<file path="src/rtl/pe_ws_dbuf.sv">
// Weight-stationary systolic PE with a double-buffered weight.
// A new weight shifts down the column through the shadow register while the
// active weight keeps serving MACs. A commit copies shadow into active.
// Ifmap moves left-to-right and psum moves top-to-bottom. Both are registered
// with valid tags and have a latency of one cycle.
module pe_ws_dbuf #(
  parameter int DATA_W   = 8,
  parameter int PSUM_W   = 24,
  parameter int SIGNED   = 1,
  parameter int SATURATE = 1
) (
  input  logic              iClk,
  input  logic              iRest_n,
  input  logic              stall,
  input  logic [DATA_W-1:0] Weight_f_top,
  input  logic              w_shift,
  input  logic              w_commit,
  output logic [DATA_W-1:0] Weight_t_down,
  input  logic [DATA_W-1:0] Ifmap_f_left,
  input  logic              ifmap_valid_in,
  output logic [DATA_W-1:0] Ifmap_t_right,
  output logic              ifmap_valid_out,
  input  logic [PSUM_W-1:0] Psum_f_top,
  input  logic              psum_valid_in,
  output logic [PSUM_W-1:0] Psum_t_down,
  output logic              psum_valid_out,
  input  logic              clr_ovf,
  output logic              ovf_flag
);

  // Clamp value for an overflowing sum. The sign of the psum addend gives
  // the overflow direction, because a signed overflow needs both addends to
  // share a sign.
  function automatic logic [PSUM_W-1:0] sat_value(input logic neg);
    logic [PSUM_W-1:0] v;
    if (SIGNED != 0) begin
      if (neg) begin
        v = {1'b1, {(PSUM_W-1){1'b0}}};
      end else begin
        v = {1'b0, {(PSUM_W-1){1'b1}}};
      end
    end else begin
      v = {PSUM_W{1'b1}};
    end
    return v;
  endfunction

  logic [DATA_W-1:0]   shadow_q, shadow_d;
  logic [DATA_W-1:0]   active_q, active_d;
  logic [DATA_W-1:0]   ifmap_q, ifmap_d;
  logic [PSUM_W-1:0]   psum_q, psum_d;
  logic                ivalid_q, ivalid_d;
  logic                pvalid_q, pvalid_d;
  logic                ovf_q, ovf_d;

  logic                fire_s;
  logic [2*DATA_W-1:0] prod_s;
  logic [PSUM_W-1:0]   prod_ext_s;
  logic [PSUM_W-1:0]   addend_s;
  logic [PSUM_W:0]     sum_s;
  logic                ovf_s;
  logic [PSUM_W-1:0]   mac_s;

  // MAC datapath: extended product plus the optional psum, then overflow detection and clamp/wrap.
  always_comb begin
    prod_s     = '0;
    prod_ext_s = '0;
    addend_s   = '0;
    sum_s      = '0;
    ovf_s      = 1'b0;
    mac_s      = '0;
    fire_s     = ifmap_valid_in & ~stall;

    if (SIGNED != 0) begin
      prod_s     = $signed({{DATA_W{active_q[DATA_W-1]}}, active_q}) *
                   $signed({{DATA_W{Ifmap_f_left[DATA_W-1]}}, Ifmap_f_left});
      prod_ext_s = PSUM_W'($signed(prod_s));
    end else begin
      prod_s     = {{DATA_W{1'b0}}, active_q} * {{DATA_W{1'b0}}, Ifmap_f_left};
      prod_ext_s = PSUM_W'(prod_s);
    end

    if (psum_valid_in) begin
      addend_s = Psum_f_top;
    end else begin
      addend_s = '0;
    end

    sum_s = {1'b0, prod_ext_s} + {1'b0, addend_s};

    if (SIGNED != 0) begin
      ovf_s = (prod_ext_s[PSUM_W-1] == addend_s[PSUM_W-1]) &&
              (sum_s[PSUM_W-1] != addend_s[PSUM_W-1]);
    end else begin
      ovf_s = sum_s[PSUM_W];
    end

    if (ovf_s && (SATURATE != 0)) begin
      mac_s = sat_value(addend_s[PSUM_W-1]);
    end else begin
      mac_s = sum_s[PSUM_W-1:0];
    end
  end

  // Next-state logic: everything holds under stall; otherwise update the weight buffers, the pipeline and the sticky flag.
  always_comb begin
    shadow_d = shadow_q;
    active_d = active_q;
    ifmap_d  = ifmap_q;
    psum_d   = psum_q;
    ivalid_d = ivalid_q;
    pvalid_d = pvalid_q;
    ovf_d    = ovf_q;

    if (!stall) begin
      // A commit takes the pre-shift shadow because it reads shadow_q.
      if (w_commit) begin
        active_d = shadow_q;
      end else begin
        active_d = active_q;
      end
      if (w_shift) begin
        shadow_d = Weight_f_top;
      end else begin
        shadow_d = shadow_q;
      end

      if (fire_s) begin
        ifmap_d  = Ifmap_f_left;
        psum_d   = mac_s;
        ivalid_d = 1'b1;
        pvalid_d = 1'b1;
      end else begin
        ivalid_d = 1'b0;
        pvalid_d = 1'b0;
      end

      // A new overflow takes priority over a clear in the same cycle.
      if (fire_s && ovf_s) begin
        ovf_d = 1'b1;
      end else if (clr_ovf) begin
        ovf_d = 1'b0;
      end else begin
        ovf_d = ovf_q;
      end
    end else begin
      ovf_d = ovf_q;
    end
  end

  // State registers with a synchronous active-low reset that overrides stall.
  always_ff @(posedge iClk) begin
    if (!iRest_n) begin
      shadow_q <= '0;
      active_q <= '0;
      ifmap_q  <= '0;
      psum_q   <= '0;
      ivalid_q <= 1'b0;
      pvalid_q <= 1'b0;
      ovf_q    <= 1'b0;
    end else begin
      shadow_q <= shadow_d;
      active_q <= active_d;
      ifmap_q  <= ifmap_d;
      psum_q   <= psum_d;
      ivalid_q <= ivalid_d;
      pvalid_q <= pvalid_d;
      ovf_q    <= ovf_d;
    end
  end

  assign Weight_t_down   = shadow_q;
  assign Ifmap_t_right   = ifmap_q;
  assign ifmap_valid_out = ivalid_q;
  assign Psum_t_down     = psum_q;
  assign psum_valid_out  = pvalid_q;
  assign ovf_flag        = ovf_q;

endmodule

</file>
<file path="config.mk">
export PLATFORM = sky130hd
export DESIGN_NAME = pe_ws_dbuf
export DESIGN_NICKNAME = d
export VERILOG_FILES = /design/src/rtl/pe_ws_dbuf.sv
export SDC_FILE = /design/constraint.sdc
export NUM_CORES = 1
export LEC_CHECK = 0
export CORE_MARGIN = 3
export CORE_UTILIZATION = 60
export DETAILED_ROUTE_END_ITERATION = 16
export PLACE_DENSITY_LB_ADDON = 0.08
export RECOVER_POWER = 50
export SYNTH_ARGS = -nofsm -noshare
export SYNTH_HDL_FRONTEND = slang
export SYNTH_SLANG_ARGS = --single-unit
export TNS_END_PERCENT = 5
</file>
<file path="constraint.sdc">
create_clock -name iClk -period 19.56 [get_ports iClk]
set_input_delay 2.934 -clock iClk [delete_from_list [all_inputs] [get_ports iClk]]
set_output_delay 2.934 -clock iClk [all_outputs]
set_load 0.02 [all_outputs]
</file>
; ---- Word level (Yosys, flattened, before mapping)
; Cells that the tools add are included.
[word_totals]
output_inout_bits = 43
word_cells = 25
input_bits = 48
ff_bits = 50
[classes]
bitwise_logic = 2
n_mux = 6
multipliers = 1
n_eq_ne = 2
n_reduce_logical = 7
addsub = 1
[ops]
columns = operator, count
row1 = 24-bit 2-to-1 mux, 3
row2 = 24-bit adder, 1
row3 = 8-bit by 8-bit multiplier with 16-bit output, 1
row4 = 2-bit AND reduction, 4
row5 = 1-bit 2-to-1 mux, 3
row6 = 1-bit logical AND, 2
row7 = 2-bit nonzero test, 1
row8 = 1-bit bitwise AND, 1
row9 = 1-bit equality test, 1
row10 = 1-bit inequality test, 1
row11 = 1-bit inverter, 1

; ---- Depth between registers and ports, before layout
[depth]
ltp_word = 7
depth_mapped = 32
depth_no_buf = 31

; ---- Least setup slack after synthesis
; OpenSTA, ideal clock, no wires.
[synth_path]
path_type = input to register
start = input port Ifmap_f_left[4]
end = register psum_q[7], in the netlist Psum_t_down[7]
n_path_buf = 1
arrival_ns = 8.765
setup_ns = 0.119
path_stages = 31
required_ns = 19.441
setup_slack_ns = 10.677
cell_sequence = and2_1 > fa_1 > inv_1 > fa_1 > inv_1 > fa_1 > inv_1 > fa_1 > inv_1 > ha_1 > a21oi_1 > o21bai_1 > a21oi_1 > nor2b_1 > o21a_1 > o21ai_0 > nand2b_1 > a21oi_1 > xnor2_1 > ha_1 > a21oi_1 > o21ai_0 > a31oi_1 > o21ai_0 > a21o_1 > a211oi_4 > o211a_1 > buf_6 > inv_4 > and3_1 > o221a_1
[synth_between]
elab_chain_cells = 5
elab_cells_between_ends = 6
cone_classes = 1 x add/sub / 1 x mul / 2 x eq/ne / 1 x mux / 1 x reduce/logical
[synth_rtl]
columns = item, line_no
row1 = start: declaration, 19  ; input logic [DATA_W-1:0] Ifmap_f_left,
row2 = 8-bit by 8-bit multiplier with 16-bit output *, 75  ; prod_s = $signed({{DATA_W{active_q[DATA_W-1]}}, active_q}) *
row3 = 24-bit adder, 89  ; sum_s = {1'b0, prod_ext_s} + {1'b0, addend_s};
row4 = 1-bit inequality test, 93  ; (sum_s[PSUM_W-1] != addend_s[PSUM_W-1]);
row5 = 1-bit logical AND, 92  ; ovf_s = (prod_ext_s[PSUM_W-1] == addend_s[PSUM_W-1]) &&
row6 = 24-bit 2-to-1 mux *, 98  ; if (ovf_s && (SATURATE != 0)) begin
row7 = end signal: assignment, 165  ; psum_q <= psum_d;
row8 = end: declaration, 51  ; logic [PSUM_W-1:0] psum_q, psum_d;
; Mark *: on every way between the ends. The rest lies on a longest branch, timed or not.
; A chain may end at the register's enable or synchronous reset.

; ---- Final worst setup path
[layout_path]
start = input port Ifmap_f_left[0]
end = register psum_q[7], in the netlist Psum_t_down[7]
; Same word-level chain as after synthesis.

==> results.sh <==
export IMPL_worst_path_largest_cell_delay_ns=0.75
export IMPL_whs_path_depth=2
export IMPL_antenna_found_initial=0
export IMPL_grt_max_degree=53
export IMPL_period_needed_ns=10.23
export IMPL_drc=0
export IMPL_drive_gt1_share_pct=4.71
export IMPL_wl_um=13500
export IMPL_die_area_um2=10900
export IMPL_p_leak_nw=3.16
export IMPL_ctsResizeCount=0
export IMPL_fmax_ghz=0.0978
export IMPL_post_route_util_pct=73.4
export IMPL_layout_commonest_cell="inv_1"
export IMPL_synth_edff_count=0
export IMPL_cts_tree="yes"
export IMPL_synth_async_sr_flop_share_pct=0
export IMPL_dp_hpwl_um=10800
export IMPL_grt_pass1_wl_um=23500
export IMPL_clk_latency_ns=0.31
export IMPL_layout_nets=894
export IMPL_hold_end="Ifmap_t_right[4]"
export IMPL_crit_slowest_cell="o211a_1"
export IMPL_io_pins=91
export IMPL_critPathRequiredTime_ns=19.76
export IMPL_grt_usage_pct=25.6
export IMPL_netlist_area_um2=5820
export IMPL_core_area_um2=9330
export IMPL_cts_max_path_buffers=2
export IMPL_syn_nets=817
export IMPL_synth_ff_type="dfxtp_1"
export IMPL_fillCellCount=736
export IMPL_violations="max-capacitance violations, max-slew violations"
export IMPL_grt_pass1_vias=5079
export IMPL_syn_avg_cell_area_um2=8.76
export IMPL_diodes=0
export IMPL_area_growth_pct=17.5
export IMPL_rrSetupSlack_ns=12.11
export IMPL_setup_viol=0
export IMPL_holdCritPathClass="flip-flop to flip-flop"
export IMPL_period_share_pct=52.3
export IMPL_seq_area_frac_synth_pct=17.2
export IMPL_die_width_um=105
export IMPL_post_cts_setup_buffers=0
export IMPL_clockRootBuffer="clkbuf_8"
export IMPL_rows=35
export IMPL_cts_hold_buf=0
export IMPL_multi_input_comb_area_um2=4320
export IMPL_hold_start="Ifmap_t_right[4]"
export IMPL_place_area_um2=6760
export IMPL_setup_slack_ns=9.33
export IMPL_ys_types=63
export IMPL_wl_per_cell_um=15.5
export IMPL_register_area_um2=1000
export IMPL_clk_pin_slew_worst_paths_ns=0.10
export IMPL_dpl_worst_slack_ns=9.08
export IMPL_cp_max_fo=19
export IMPL_tns_ns=0
export IMPL_status="finished with violations"
export IMPL_drt_vias_per_instance=5.61
export IMPL_layout_common_cells="inv_1 (92), and2_1 (65), fa_1 (56)"
export IMPL_maxCapViolations=1
export IMPL_io_buffers=90
export IMPL_dieHeight_um=105
export IMPL_synthCells=665
export IMPL_rsz0062_at_grt="no"
export IMPL_ant_nets=0
export IMPL_clock_sinks=50
export IMPL_worstSetupPathType="input pin to flip-flop"
export IMPL_ff2ff_path_depth=29
export IMPL_hold_viol=0
export IMPL_start_util_pct=62.4
export IMPL_slew_headroom_pct=-7.81
export IMPL_drv_slew=33
export IMPL_worst_pin_slew_ns=1.62
export IMPL_r2r_end="Psum_t_down[7]"
export IMPL_finalPower_mw=0.336
export IMPL_first_pass_iters=6
export IMPL_ir_worst_vdd_uv=42.5
export IMPL_yosys_warnings=0
export IMPL_drt_iter0_markers=243
export IMPL_r2r_start="active_q[1]"
export IMPL_cts_buffers=5
export IMPL_final_cell_area_um2=6840
export IMPL_powerDensity_nw_per_um2=49.1
export IMPL_vias=4890
export IMPL_htreeDepth=2
export IMPL_place_congestion=0.929
export IMPL_skew_ns=0.00806
export IMPL_grt_remaining_overflow=0
export IMPL_start_kind="input pin"
export IMPL_cp_arrival_ns=10.43
export IMPL_synth_seq_cells=50
export IMPL_critPathCaptureType="flip-flop"
-- critical path: cells and delay by family --
kind                       cells  cell delay (ns)
adders and majority gates      6             2.74
and+or+nand+nor                5             0.80
AOI/OAI and AO/OA             13             2.95
xor gates and xnor gates       1             0.08
buffers and inverters          6             0.90
-- final cells by class --
| type | instances | share of cell area (%) |
|---|---|---|
| clock buffer | 5 | 1.01 |
| clock inverter | 3 | 0.311 |
| inverter | 94 | 5.19 |
| multi-input combinational | 499 | 63.2 |
| sequential | 50 | 14.6 |
| tap | 129 | 2.36 |
| timing repair buffer | 92 | 13.3 |
-- stage by stage --
step / cells / hold WS (ns)
after floorplan: 665 / 0.540
after global placement: 864 / 0.455
after detailed placement: 864 / 0.461
after CTS: 872 / 0.475
after global routing: 872 / 0.496
final: 872 / 0.466
-- metal layers --
metal / track usage (%) / wire [µm] / up-vias
met5: 0 / 0 / -
met4: 6.08 / 265 / 0
met3: 4.59 / 757 / 24
met2: 46.0 / 6700 / 142
met1: 31.9 / 5760 / 2377
li1: - / - / 2347
-- synthesized netlist by cell type (all sizes together), types with 6 or more instances --
library cell	number	area share, %
xor2	10	1.5
a211oi	8	1.2
ha	48	10
and2	65	7.0
nor2b	28	3.0
clkbuf	13	1.0
mux2i	19	3.3
xnor2	26	3.9
a21boi	11	1.4
fa	56	19
o21ai	21	1.8
nand3	9	0.77
buf	6	0.97
inv	94	6.1
a21o	11	1.4
dfxtp	50	17
nand2	50	3.4
nor2	34	2.7
a31oi	6	0.64
a21oi	33	2.8
o221a	17	3.3
-- kinds of logic (layout without fill, tap and decap cells) --
group           Yosys count  after routing  share of synthesized area (%)
simple gates            205            205                           18.8
mux                      20             20                           3.46
fa+ha+maj               106            106                           29.9
flops                    50             50                           17.2
buf+inv                 116            194                           8.59
compound gates          132            132                           16.6
xor+xnor                 36             36                           5.41
-- registers in the layout (all words and copies together) (netlist names) --
signal	count
Psum_t_down	24
Ifmap_t_right	8
Weight_t_down	8
active_q	8
ovf_flag	1
psum_valid_out	1
-- worst max-delay path by stage --
| stage | to | depth (start not counted) | start |
|---|---|---|---|
| finish | Psum_t_down[7] | 31 | Ifmap_f_left[0] |
| global route | Psum_t_down[7] | 31 | Ifmap_f_left[0] |
| CTS | Psum_t_down[7] | 31 | Ifmap_f_left[0] |
| detailed placement | Psum_t_down[7] | 31 | Ifmap_f_left[0] |
| global placement | Psum_t_down[7] | 31 | Ifmap_f_left[0] |
| floorplan | Psum_t_down[7] | 31 | Ifmap_f_left[4] |
-- report_power, final --
part           total, mW  switching, mW  internal, mW
clock             0.0634         0.0381        0.0253
sequential         0.113        0.00465         0.109
combinational      0.160         0.0888        0.0708
No activity file was read; power rests on OpenSTA's default activity.
